===== config.mk =====
export PLATFORM = sky130hd
export DESIGN_NAME = dmem_arbiter
export DESIGN_NICKNAME = d
export VERILOG_FILES = /design/src/rtl/dmem_arbiter.sv
export SDC_FILE = /design/constraint.sdc
export NUM_CORES = 1
export LEC_CHECK = 0
export BUFFER_PORTS_ARGS = -buffer_cell sky130_fd_sc_hd__buf_2
export CAP_MARGIN = 20
export CORE_UTILIZATION = 45
export DETAILED_ROUTE_END_ITERATION = 10
export GPL_TIMING_DRIVEN = 0
export PLACE_DENSITY = 0.88
export SYNTH_ARGS = -nofsm -noshare
export SYNTH_HDL_FRONTEND = slang
export SYNTH_SLANG_ARGS = --single-unit

===== constraint.sdc =====
create_clock -name clk -period 1.81 [get_ports clk]
set_input_delay 0.362 -clock clk [delete_from_list [all_inputs] [get_ports clk]]
set_output_delay 0.362 -clock clk [all_outputs]
set_load 0.03 [all_outputs]

===== src/rtl/dmem_arbiter.sv =====
// dmem_arbiter: two-requester arbiter/sequencer for the 32x8 data memory.
// Requester 0 is the core load/store unit, requester 1 the debug/DMA loader.
// Each granted access runs IDLE -> ACCESS -> DONE; ack and read data are
// registered back to the winner. Ties are broken round-robin.
//
// Ports:
//   clk, rst_n                  clock, synchronous active-low reset
//   req/we/addr/wdata 0,1       requester command, held stable until ack
//   lock0, lock1                (DMEM_ARB_LOCK_EN only) hold grant for owner
//   ack0, ack1                  one-cycle completion pulse
//   rdata0, rdata1              read result, held until that requester's next ack
//   mem_we, mem_read_addr,
//   mem_write_addr,
//   mem_write_data              memory port (write on posedge clk)
//   mem_read_data               combinational memory read data
//
// Build option: define DMEM_ARB_LOCK_EN to add lock0/lock1 for atomic
// read-modify-write sequences; without it the arbiter is pure round-robin.
//
// state  | meaning
// IDLE   | sample requests, grant and latch command
// ACCESS | drive memory port, capture read data, raise ack
// DONE   | ack visible to winner, update round-robin pointer
module dmem_arbiter #(
    parameter int ADDR_W = 5,
    parameter int DATA_W = 8
) (
    input  logic              clk,
    input  logic              rst_n,
    input  logic              req0,
    input  logic              req1,
    input  logic              we0,
    input  logic              we1,
    input  logic [ADDR_W-1:0] addr0,
    input  logic [ADDR_W-1:0] addr1,
    input  logic [DATA_W-1:0] wdata0,
    input  logic [DATA_W-1:0] wdata1,
`ifdef DMEM_ARB_LOCK_EN
    input  logic              lock0,
    input  logic              lock1,
`endif
    output logic              ack0,
    output logic              ack1,
    output logic [DATA_W-1:0] rdata0,
    output logic [DATA_W-1:0] rdata1,
    output logic              mem_we,
    output logic [ADDR_W-1:0] mem_read_addr,
    output logic [ADDR_W-1:0] mem_write_addr,
    output logic [DATA_W-1:0] mem_write_data,
    input  logic [DATA_W-1:0] mem_read_data
);

    localparam logic [1:0] IDLE   = 2'd0;
    localparam logic [1:0] ACCESS = 2'd1;
    localparam logic [1:0] DONE   = 2'd2;

    logic [1:0]        state;
    logic              win;
    logic              lat_we;
    logic [ADDR_W-1:0] lat_addr;
    logic [DATA_W-1:0] lat_wdata;
    logic              last_grant;

    logic              elig0;
    logic              elig1;
    logic              grant_any;
    logic              grant_id;
    logic              sel_we;
    logic [ADDR_W-1:0] sel_addr;
    logic [DATA_W-1:0] sel_wdata;

`ifdef DMEM_ARB_LOCK_EN
    logic              lock_active;
    logic              lock_owner;
    logic              sel_lock;
`endif

    always_comb begin
        elig0 = req0;
        elig1 = req1;
`ifdef DMEM_ARB_LOCK_EN
        // While locked, only the owner may be granted; the other waits.
        if (lock_active) begin
            if (lock_owner) begin
                elig0 = 1'b0;
            end else begin
                elig1 = 1'b0;
            end
        end
`endif
        grant_any = elig0 | elig1;
        if (elig0 && elig1) begin
            grant_id = ~last_grant;
        end else begin
            grant_id = elig1;
        end
    end

    assign sel_we    = grant_id ? we1    : we0;
    assign sel_addr  = grant_id ? addr1  : addr0;
    assign sel_wdata = grant_id ? wdata1 : wdata0;
`ifdef DMEM_ARB_LOCK_EN
    assign sel_lock  = grant_id ? lock1  : lock0;
`endif

    always_ff @(posedge clk) begin
        if (!rst_n) begin
            state      <= IDLE;
            win        <= 1'b0;
            lat_we     <= 1'b0;
            lat_addr   <= '0;
            lat_wdata  <= '0;
            last_grant <= 1'b1;
            ack0       <= 1'b0;
            ack1       <= 1'b0;
            rdata0     <= '0;
            rdata1     <= '0;
`ifdef DMEM_ARB_LOCK_EN
            lock_active <= 1'b0;
            lock_owner  <= 1'b0;
`endif
        end else begin
            case (state)
                IDLE: begin
                    if (grant_any) begin
                        win       <= grant_id;
                        lat_we    <= sel_we;
                        lat_addr  <= sel_addr;
                        lat_wdata <= sel_wdata;
                        state     <= ACCESS;
`ifdef DMEM_ARB_LOCK_EN
                        // An owner grant with lock low releases the lock; the
                        // other requester cannot be served before it completes.
                        lock_active <= sel_lock;
                        lock_owner  <= grant_id;
`endif
                    end
                end
                ACCESS: begin
                    if (!lat_we) begin
                        if (win) begin
                            rdata1 <= mem_read_data;
                        end else begin
                            rdata0 <= mem_read_data;
                        end
                    end
                    ack0  <= ~win;
                    ack1  <= win;
                    state <= DONE;
                end
                DONE: begin
                    ack0       <= 1'b0;
                    ack1       <= 1'b0;
                    last_grant <= win;
                    state      <= IDLE;
                end
                default: begin
                    state <= IDLE;
                end
            endcase
        end
    end

    // rst_n gates the strobe so a reset landing in ACCESS never writes memory.
    assign mem_we         = (state == ACCESS) & lat_we & rst_n;
    assign mem_read_addr  = lat_addr;
    assign mem_write_addr = lat_addr;
    assign mem_write_data = lat_wdata;

endmodule


# Word level (Yosys, flattened, before mapping)
# Index checks and enable logic that the tools add are counted.
[classes]
multipliers = 0
addsub = 0
n_reduce_logical = 6
eq_ne = 3
shifts = 0
bitwise_logic = 6
muxes = 8
div = 0
n_lt_le_gt_ge = 0
[ops]
columns = ["op", "count"]
rows = [
  ["two-way mux 8 bit", 1],
  ["AND reduction 3 bit", 2],
  ["two-way mux 5 bit", 1],
  ["one-hot mux 1 bit (2 select lines)", 2],
  ["one-hot mux 2 bit (2 select lines)", 1],
  ["NOT 1 bit", 3],
  ["bitwise AND 1 bit", 2],
  ["equality test 2 x 1 -> 1 bit (second input constant)", 1],
  ["equality test 2 bit (second input constant)", 1],
  ["zero test 2 bit", 1],
  ["two-way mux 1 bit", 2],
  ["two-way mux 2 bit", 1],
  ["!= test 2 bit (second input constant)", 1],
  ["AND reduction 2 bit", 1],
  ["nonzero test 2 bit", 1],
  ["logical AND 1 bit", 1],
  ["OR 1 bit", 1],
]
[totals]
mem_bits_ro = 0
latch_bits = 0
n_memories = 0
ramBits = 0
ff_bits = 36
input_bits = 40
out_inout_bits = 37

# Logic depth before layout (Yosys ltp)
# Gate-level depths: netlist of the first run.
[depth]
ltp_word = 3
depth_mapped = 6

# Worst setup path after synthesis of the first run
# Ideal clock, no wire load.
[synth_timing]
kind = "reg-to-reg"
startpoint = "register state[1]"
endpoint = "register rdata0[0]"
period_less_slack_ns = 1.272
path_slack_ns = 0.538
t_arrival_ns = 1.156
n_path_buf = 1
stages_incl_launch_ff = 7
cell_sequence = "dfxtp_1 inv_1 ha_1 nor3b_1 buf_4 mux2i_1 nor2b_1"
[synth_between]
elab_chain_cells = 2
[synth_lines]
columns = ["item", "line_no", "source"]
rows = [
  ["from (decl)", "57", "logic [1:0] state;"],
  ["from (signal assigned)", "108", "state <= IDLE;"],
  ["from (signal assigned)", "130", "state <= ACCESS;"],
  ["from (signal assigned)", "149", "state <= DONE;"],
  ["equality test 2 x 1 -> 1 bit", "123", "case (state)"],
  ["AND reduction 3 bit (no line)", "--", ""],
  ["to (signal assigned)", "144", "rdata0 <= mem_read_data;"],
  ["to (decl)", "44", "output logic [DATA_W-1:0] rdata0,"],
]
# Every way passes these cells.
# A chain may end at the register's enable or synchronous reset.

# Worst setup path in the final report of the first run
[layout_timing]
startpoint = "register state[1]"
endpoint = "output mem_we"
[layout_between]
elab_chain_cells = 3
[layout_lines]
columns = ["item", "line_no", "source"]
rows = [
  ["equality test 2 x 1 -> 1 bit", "165", "assign mem_we = (state == ACCESS) & lat_we & rst_n;"],
  ["bitwise AND 1 bit (2 in a row)", "165", ""],
  ["to (decl)", "46", "output logic mem_we,"],
]
# Every way passes these cells.

==> results of run 1 <==
==> state kept, by name (all words and copies together), names as in the netlist <==
signal          flops
lat_we              1
rdata1              8
ack1                1
last_grant          1
mem_read_addr       5
ack0                1
state               2
rdata0              8
mem_write_data      8
win                 1
==> cells in the final DEF (no fill, tap or decap), types with 3 or more instances in the layout <==
| cell | n |
|---|---|
| buf_4 | 7 |
| nand2_1 | 16 |
| a21oi_1 | 28 |
| clkbuf_4 | 5 |
| inv_1 | 3 |
| dfxtp_1 | 35 |
| nor2b_1 | 19 |
| clkbuf_1 | 3 |
| o21ai_0 | 14 |
| buf_2 | 78 |
| mux2i_1 | 19 |
| ha_1 | 4 |
==> power breakdown <==
part / total, µW / switching [µW] / internal [µW]
combinational: 534 / 327 / 207
clock: 472 / 252 / 220
sequential: 904 / 41.5 / 863
total: 1910 / 620 / 1290
==> worst register-to-register path, delay by kind of cell (launching register included) <==
| kind | cells | cell delay (ns) |
|---|---|---|
| AO/OA/AOI/OAI | 3 | 0.36 |
| adder cells (fa/ha/maj) | 1 | 0.27 |
| buffers and inverters | 2 | 0.37 |
| flip-flops | 1 | 0.38 |
==> kinds of logic after synthesis <==
logic type	Yosys count	synth area share
muxes	19	0.122
buffers and inverters	18	0.0679
adders and majority gates	4	0.0320
DFF	36	0.460
AOI/OAI and AO/OA	49	0.179
and+or+nand+nor	41	0.139
==> how the worst min path moves through the flow <==
stage,start,to,slack (ns)
floorplan,addr0[0],mem_read_addr[0]$_SDFFE_PN0P_,0.50
global placement,rdata0[6]$_SDFFE_PN0P_,rdata0[6]$_SDFFE_PN0P_,0.49
detailed placement,rdata1[4]$_SDFFE_PN0P_,rdata1[4]$_SDFFE_PN0P_,0.51
CTS,addr0[0],mem_read_addr[0]$_SDFFE_PN0P_,0.24
global route,wdata0[2],mem_write_data[2]$_SDFFE_PN0P_,0.24
finish,addr0[1],mem_read_addr[1]$_SDFFE_PN0P_,0.26
==> layer usage <==
metal | up-vias | GRT usage | share of wire
met5 | - | 0 | 0
met4 | 0 | 0.0682 | 0.013
met3 | 6 | 0.0682 | 0.079
met2 | 56 | 0.342 | 0.46
met1 | 631 | 0.226 | 0.45
li1 | 727 | - | -
==> final cells by class <==
cell class / instances / area (µm²) / share of cell area
plain buffers: 15 / 95.1 / 0.0461
inverters: 3 / 11.3 / 0.00545
flip-flops and latches: 36 / 722 / 0.350
multi-input cells: 113 / 738 / 0.358
well taps: 46 / 57.6 / 0.0279
clock buffers: 7 / 65.1 / 0.0315
repair buffers: 75 / 375 / 0.182
==> through the flow <==
stage	area, µm²	hold WS [ns]	utilization	cells
after floorplan	1570	0.496	-	167
after global placement	2000	0.491	0.599	288
after detailed placement	2000	0.507	0.599	288
after CTS	2060	0.241	0.618	295
after global routing	2060	0.236	0.619	295
final	2060	0.257	0.619	295
==> impl_metrics.env, run 1 <==
export IMPL_run_status="finished with violations"
export IMPL_violations="DRC"
export IMPL_fin_crit_sh=0.925
export IMPL_critPathLaunch="state[1]$_SDFFE_PN0P_"
export IMPL_cp_cell_sequence="inv_1, ha_1, and3_1, buf_2"
export IMPL_post_synth_cell_area_avg_um2=9.37
export IMPL_ioPinCount=77
export IMPL_antenna_cells_inserted=0
export IMPL_synth_edf_count=0
export IMPL_critical_path_startpoint_type="flop"
export IMPL_drt_pass1_iterations=7
export IMPL_tritoncts_num_buffers=5
export IMPL_min_path_type="in -> reg"
export IMPL_detailedPlacementHpwl_mm=2.51
export IMPL_yosysSeqAreaShare=0.460
export IMPL_clk_insertion_delay_late_ns=0.33
export IMPL_fill_cells=315
export IMPL_achievable_freq_mhz=598
export IMPL_slowest_delay_ns=0.37
export IMPL_hold_viol_final=0
export IMPL_die_w_um=61.0
export IMPL_drc=2
export IMPL_worstReg2RegStart="state[0]$_SDFFE_PN0P_"
export IMPL_layout_drive_gt1_share=0.398
export IMPL_h_tree_depth=2
export IMPL_post_synth_num_cell_types=25
export IMPL_whs_path_depth=3
export IMPL_netlist_top_cells_area="dfxtp_1 (46%), mux2i_1 (12%), a21oi_1 (9.0%), nor2b_1 (7.6%), o21ai_0 (4.5%)"
export IMPL_placementRows=21
export IMPL_clk_path_buf_depth=2
export IMPL_postCtsHoldBufs=0
export IMPL_buffer_ports_inserted=75
export IMPL_worstPathBufferInverterCount=2
export IMPL_crit_arrival_ns=1.31
export IMPL_ir_worst_vdd_mv=0.577
export IMPL_dieArea_mm2=0.00372
export IMPL_routed_wirelength_mm=3.34
export IMPL_wire_per_inst_um=11.3
export IMPL_leakage_power_summed_over_all_cells_uw=0.00105
export IMPL_cp_end_kind="primary output"
export IMPL_crit_cells=4
export IMPL_post_cts_resized_instances=0
export IMPL_report_final_slew_viol_count=0
export IMPL_final_min_clock_period_ns=1.67
export IMPL_place_gp_congestion=0.705
export IMPL_synth_top_cells_by_count="dfxtp_1 (36), a21oi_1 (28), mux2i_1 (19), nor2b_1 (19), nand2_1 (16)"
export IMPL_clk_pin_slew_ns=0.10
export IMPL_netlist_instances=167
export IMPL_setup_repair_after_global_routing_missed_its_margin="false"
export IMPL_cell_with_the_most_instances_after_synthesis="dfxtp_1"
export IMPL_r2r_end="mem_write_data[1]$_SDFFE_PN0P_"
export IMPL_critPathKind="reg -> out"
export IMPL_critical_path_slowest_cell="dfxtp_2"
export IMPL_nets_final=293
export IMPL_clk_root_buffer_cell="clkbuf_4"
export IMPL_r2r_setup_slack_ns=0.37
export IMPL_final_setup_skew_ns=0.00337
export IMPL_final_antenna_net_count=0
export IMPL_post_place_ws_ns=0.363
export IMPL_timing_max_slew_rel_slack=0.713
export IMPL_grt_total_usage=0.198
export IMPL_synth_seq_cells=36
export IMPL_crit_family="flip-flops"
export IMPL_post_route_worst_setup_slack_ns=0.136
export IMPL_starting_density=0.469
export IMPL_critical_path_required_ns=1.45
export IMPL_power_density_cell_area_mw_per_mm2=925
export IMPL_grt_max_degree=11
export IMPL_syn_to_final_growth_pct=31.9
export IMPL_via_count=1420
export IMPL_initial_antenna_violation_count=0
export IMPL_die_height_um=61.0
export IMPL_max_cap_violations=0
export IMPL_setup_violations_final=0
export IMPL_clock_sinks=36
export IMPL_finalPower_uw=1910
export IMPL_asyncSetResetFlopFracSynth=0
export IMPL_timing_critical_path_to="mem_we"
export IMPL_syn_nets=211
export IMPL_setup_total_negative_slack_ns=0
export IMPL_post_cts_buffers=0
export IMPL_r2r_worst_path_cells=6
export IMPL_drtIter0Drc=33
export IMPL_synth_ff_type="dfxtp_1"
export IMPL_path_max_fanout=4
export IMPL_timing_worst_slew_pin_value_ns=0.431
export IMPL_ys_warnings_count=0
export IMPL_synth_top_area_cell="dfxtp_1"
export IMPL_gr_total_overflow=0
export IMPL_grt_pass1_wl_mm=5.35
export IMPL_vias_per_cell=4.81
export IMPL_syn_cell_area_mm2=0.00157
export IMPL_area_of_the_placeable_core_mm2=0.00334
export IMPL_grt_pass1_vias=1270
export IMPL_synth_largest_type_area_fraction=0.460
export IMPL_tritoncts="done"
No activity file was read; power rests on OpenSTA's default activity.
==> run 2: changes to the inputs <==
--- a/config.mk
+++ b/config.mk
@@ -8,6 +8,7 @@
 export BUFFER_PORTS_ARGS = -buffer_cell sky130_fd_sc_hd__buf_2
 export CAP_MARGIN = 20
 export CORE_UTILIZATION = 45
+export CTS_CLUSTER_SIZE = 16
 export DETAILED_ROUTE_END_ITERATION = 10
 export GPL_TIMING_DRIVEN = 0
 export PLACE_DENSITY = 0.88
==> constraint.sdc (replaced) <==
create_clock -name clk -period 1.9 [get_ports clk]
set_input_delay 0.38 -clock clk [delete_from_list [all_inputs] [get_ports clk]]
set_output_delay 0.38 -clock clk [all_outputs]
set_load 0.03 [all_outputs]
==> impl_metrics.env, run 2 (synthesized netlist as in run 1, its figures left out) <==
export IMPL_violations="DRC"
export IMPL_post_place_ws_ns=0.453
export IMPL_clk_path_buf_depth=2
export IMPL_grt_pass1_vias=1270
export IMPL_drtIter0Drc=33
export IMPL_critical_path_required_ns=1.52
export IMPL_layout_cells_most_common="buf_2"
export IMPL_antenna_cells_inserted=0
export IMPL_post_cts_resized_instances=0
export IMPL_tritoncts="done"
export IMPL_whs_path_depth=3
export IMPL_critical_path_startpoint_type="flop"
export IMPL_hold_viol_final=0
export IMPL_die_w_um=61.0
export IMPL_ioPinCount=77
export IMPL_dieArea_mm2=0.00372
export IMPL_starting_density=0.469
export IMPL_routed_wirelength_mm=3.33
export IMPL_vias_per_cell=4.82
export IMPL_syn_to_final_growth_pct=31.8
export IMPL_drt_pass1_iterations=7
export IMPL_run_status="finished with violations"
export IMPL_p_comb_frac=0.280
export IMPL_path_max_fanout=4
export IMPL_slowest_delay_ns=0.40
export IMPL_setup_total_negative_slack_ns=0
export IMPL_internal_power_uw=1230
export IMPL_clk_insertion_delay_late_ns=0.33
export IMPL_area_of_the_placeable_core_mm2=0.00334
export IMPL_cp_cell_sequence="inv_1, ha_1, and3_1, buf_2"
export IMPL_post_route_worst_setup_slack_ns=0.159
export IMPL_leakage_power_summed_over_all_cells_uw=0.00105
export IMPL_min_delay_start="addr0[1]"
export IMPL_via_count=1422
export IMPL_setup_repair_after_global_routing_missed_its_margin="false"
export IMPL_h_tree_depth=2
export IMPL_grt_pass1_wl_mm=5.35
export IMPL_clk_root_buffer_cell="clkbuf_4"
export IMPL_clk_pin_slew_ns=0.10
export IMPL_cp_end_kind="primary output"
export IMPL_detailedPlacementHpwl_mm=2.51
export IMPL_final_min_clock_period_ns=1.74
export IMPL_drc=2
export IMPL_switchingPower_uw=590
export IMPL_grt_total_usage=0.198
export IMPL_critical_path_slowest_cell="dfxtp_1"
export IMPL_power_density_cell_area_mw_per_mm2=881
export IMPL_layout_drive_gt1_share=0.394
export IMPL_r2r_setup_slack_ns=0.46
export IMPL_final_antenna_net_count=0
export IMPL_worstReg2RegStart="state[0]$_SDFFE_PN0P_"
export IMPL_min_to="mem_read_addr[1]$_SDFFE_PN0P_"
export IMPL_report_final_slew_viol_count=0
export IMPL_r2r_end="mem_write_data[1]$_SDFFE_PN0P_"
export IMPL_fill_cells=316
export IMPL_achievable_freq_mhz=574
export IMPL_initial_antenna_violation_count=0
export IMPL_place_detailed_instances=288
export IMPL_buffer_ports_inserted=75
export IMPL_gr_total_overflow=0
export IMPL_worstPathBufferInverterCount=2
export IMPL_nets_final=293
export IMPL_postCtsHoldBufs=0
export IMPL_ir_worst_vdd_mv=0.550
export IMPL_tritoncts_num_buffers=5
export IMPL_wire_per_inst_um=11.3
export IMPL_timing_max_slew_rel_slack=0.713
export IMPL_min_path_type="in -> reg"
export IMPL_seq_power_share=0.473
export IMPL_place_gp_congestion=0.705
export IMPL_p_clk_frac=0.247
export IMPL_grt_max_degree=11
export IMPL_finalHoldWorstSlack_ns=0.275
export IMPL_timing_worst_slew_pin_value_ns=0.431
export IMPL_power_share_switching=0.324
export IMPL_crit_family="flip-flops"
export IMPL_setup_violations_final=0
export IMPL_max_cap_violations=0
export IMPL_stdcell_count=295
export IMPL_critPathKind="reg -> out"
export IMPL_clock_sinks=36
export IMPL_r2r_worst_path_cells=6
export IMPL_final_setup_skew_ns=0.00337
export IMPL_crit_arrival_ns=1.36
export IMPL_fin_crit_sh=0.917
export IMPL_layout_cells_most_common_list="buf_2 (78), dfxtp_1 (36), a21oi_1 (28), mux2i_1 (19), nor2b_1 (19)"
export IMPL_placementRows=21
export IMPL_die_height_um=61.0
export IMPL_post_cts_buffers=0
## run 2: cell types whose count changed in the layout (fill, tap and decap cells not counted)
cell / change
dfxtp_1: +1
dfxtp_2: -1
## run 2: routing by layer
metal	up-vias	GRT usage	share of wire
met2	56	0.342	0.46
met3	6	0.0682	0.079
li1	727	-	-
met1	633	0.226	0.45
met4	0	0.0682	0.013
met5	-	0	0
## run 2: metrics by stage
stage,cell area (µm²),power (µW),utilization
2_1_floorplan,1570,1230,-
3_3_place_gp,2000,1380,0.599
3_5_place_dp,2000,1390,0.599
4_1_cts,2060,1840,0.618
5_1_grt,2060,1930,0.618
6_report,2060,1820,0.618
## run 2: power by group through the flow
stage | logic, µW | registers (µW) | clock network [µW]
CTS | 512 | 862 | 463
detailed placement | 511 | 877 | 0
floorplan | 248 | 986 | 0
finish | 509 | 861 | 449
global placement | 506 | 876 | 0
global route | 557 | 871 | 499
## run 2: worst max-delay path by stage
stage | to | cells after the start | start | slack (ns)
finish | mem_we | 4 | state[1]$_SDFFE_PN0P_ | 0.16
global route | mem_we | 4 | state[1]$_SDFFE_PN0P_ | 0.06
CTS | mem_we | 4 | state[1]$_SDFFE_PN0P_ | 0.14
detailed placement | rdata1[3]$_SDFFE_PN0P_ | 6 | state[1]$_SDFFE_PN0P_ | 0.45
global placement | rdata0[5]$_SDFFE_PN0P_ | 6 | state[1]$_SDFFE_PN0P_ | 0.52
floorplan | rdata0[0]$_SDFFE_PN0P_ | 6 | state[1]$_SDFFE_PN0P_ | 0.63
## run 2: cell type report
class / count / area, µm² / area share
timing repair buffer: 75 / 375 / 0.182
sequential: 36 / 721 / 0.349
clock buffer: 7 / 65.1 / 0.0315
tap: 46 / 57.6 / 0.0279
buffer: 15 / 95.1 / 0.0461
multi-input combinational: 113 / 738 / 0.358
inverter: 3 / 11.3 / 0.00546
## run 2: worst reg2reg max path: cells and delay by family (launching register included)
kind / cells / cell delay [ns]
flip-flops: 1 / 0.38
AO/OA/AOI/OAI: 3 / 0.36
adder cells (fa/ha/maj): 1 / 0.27
buffers and inverters: 2 / 0.37
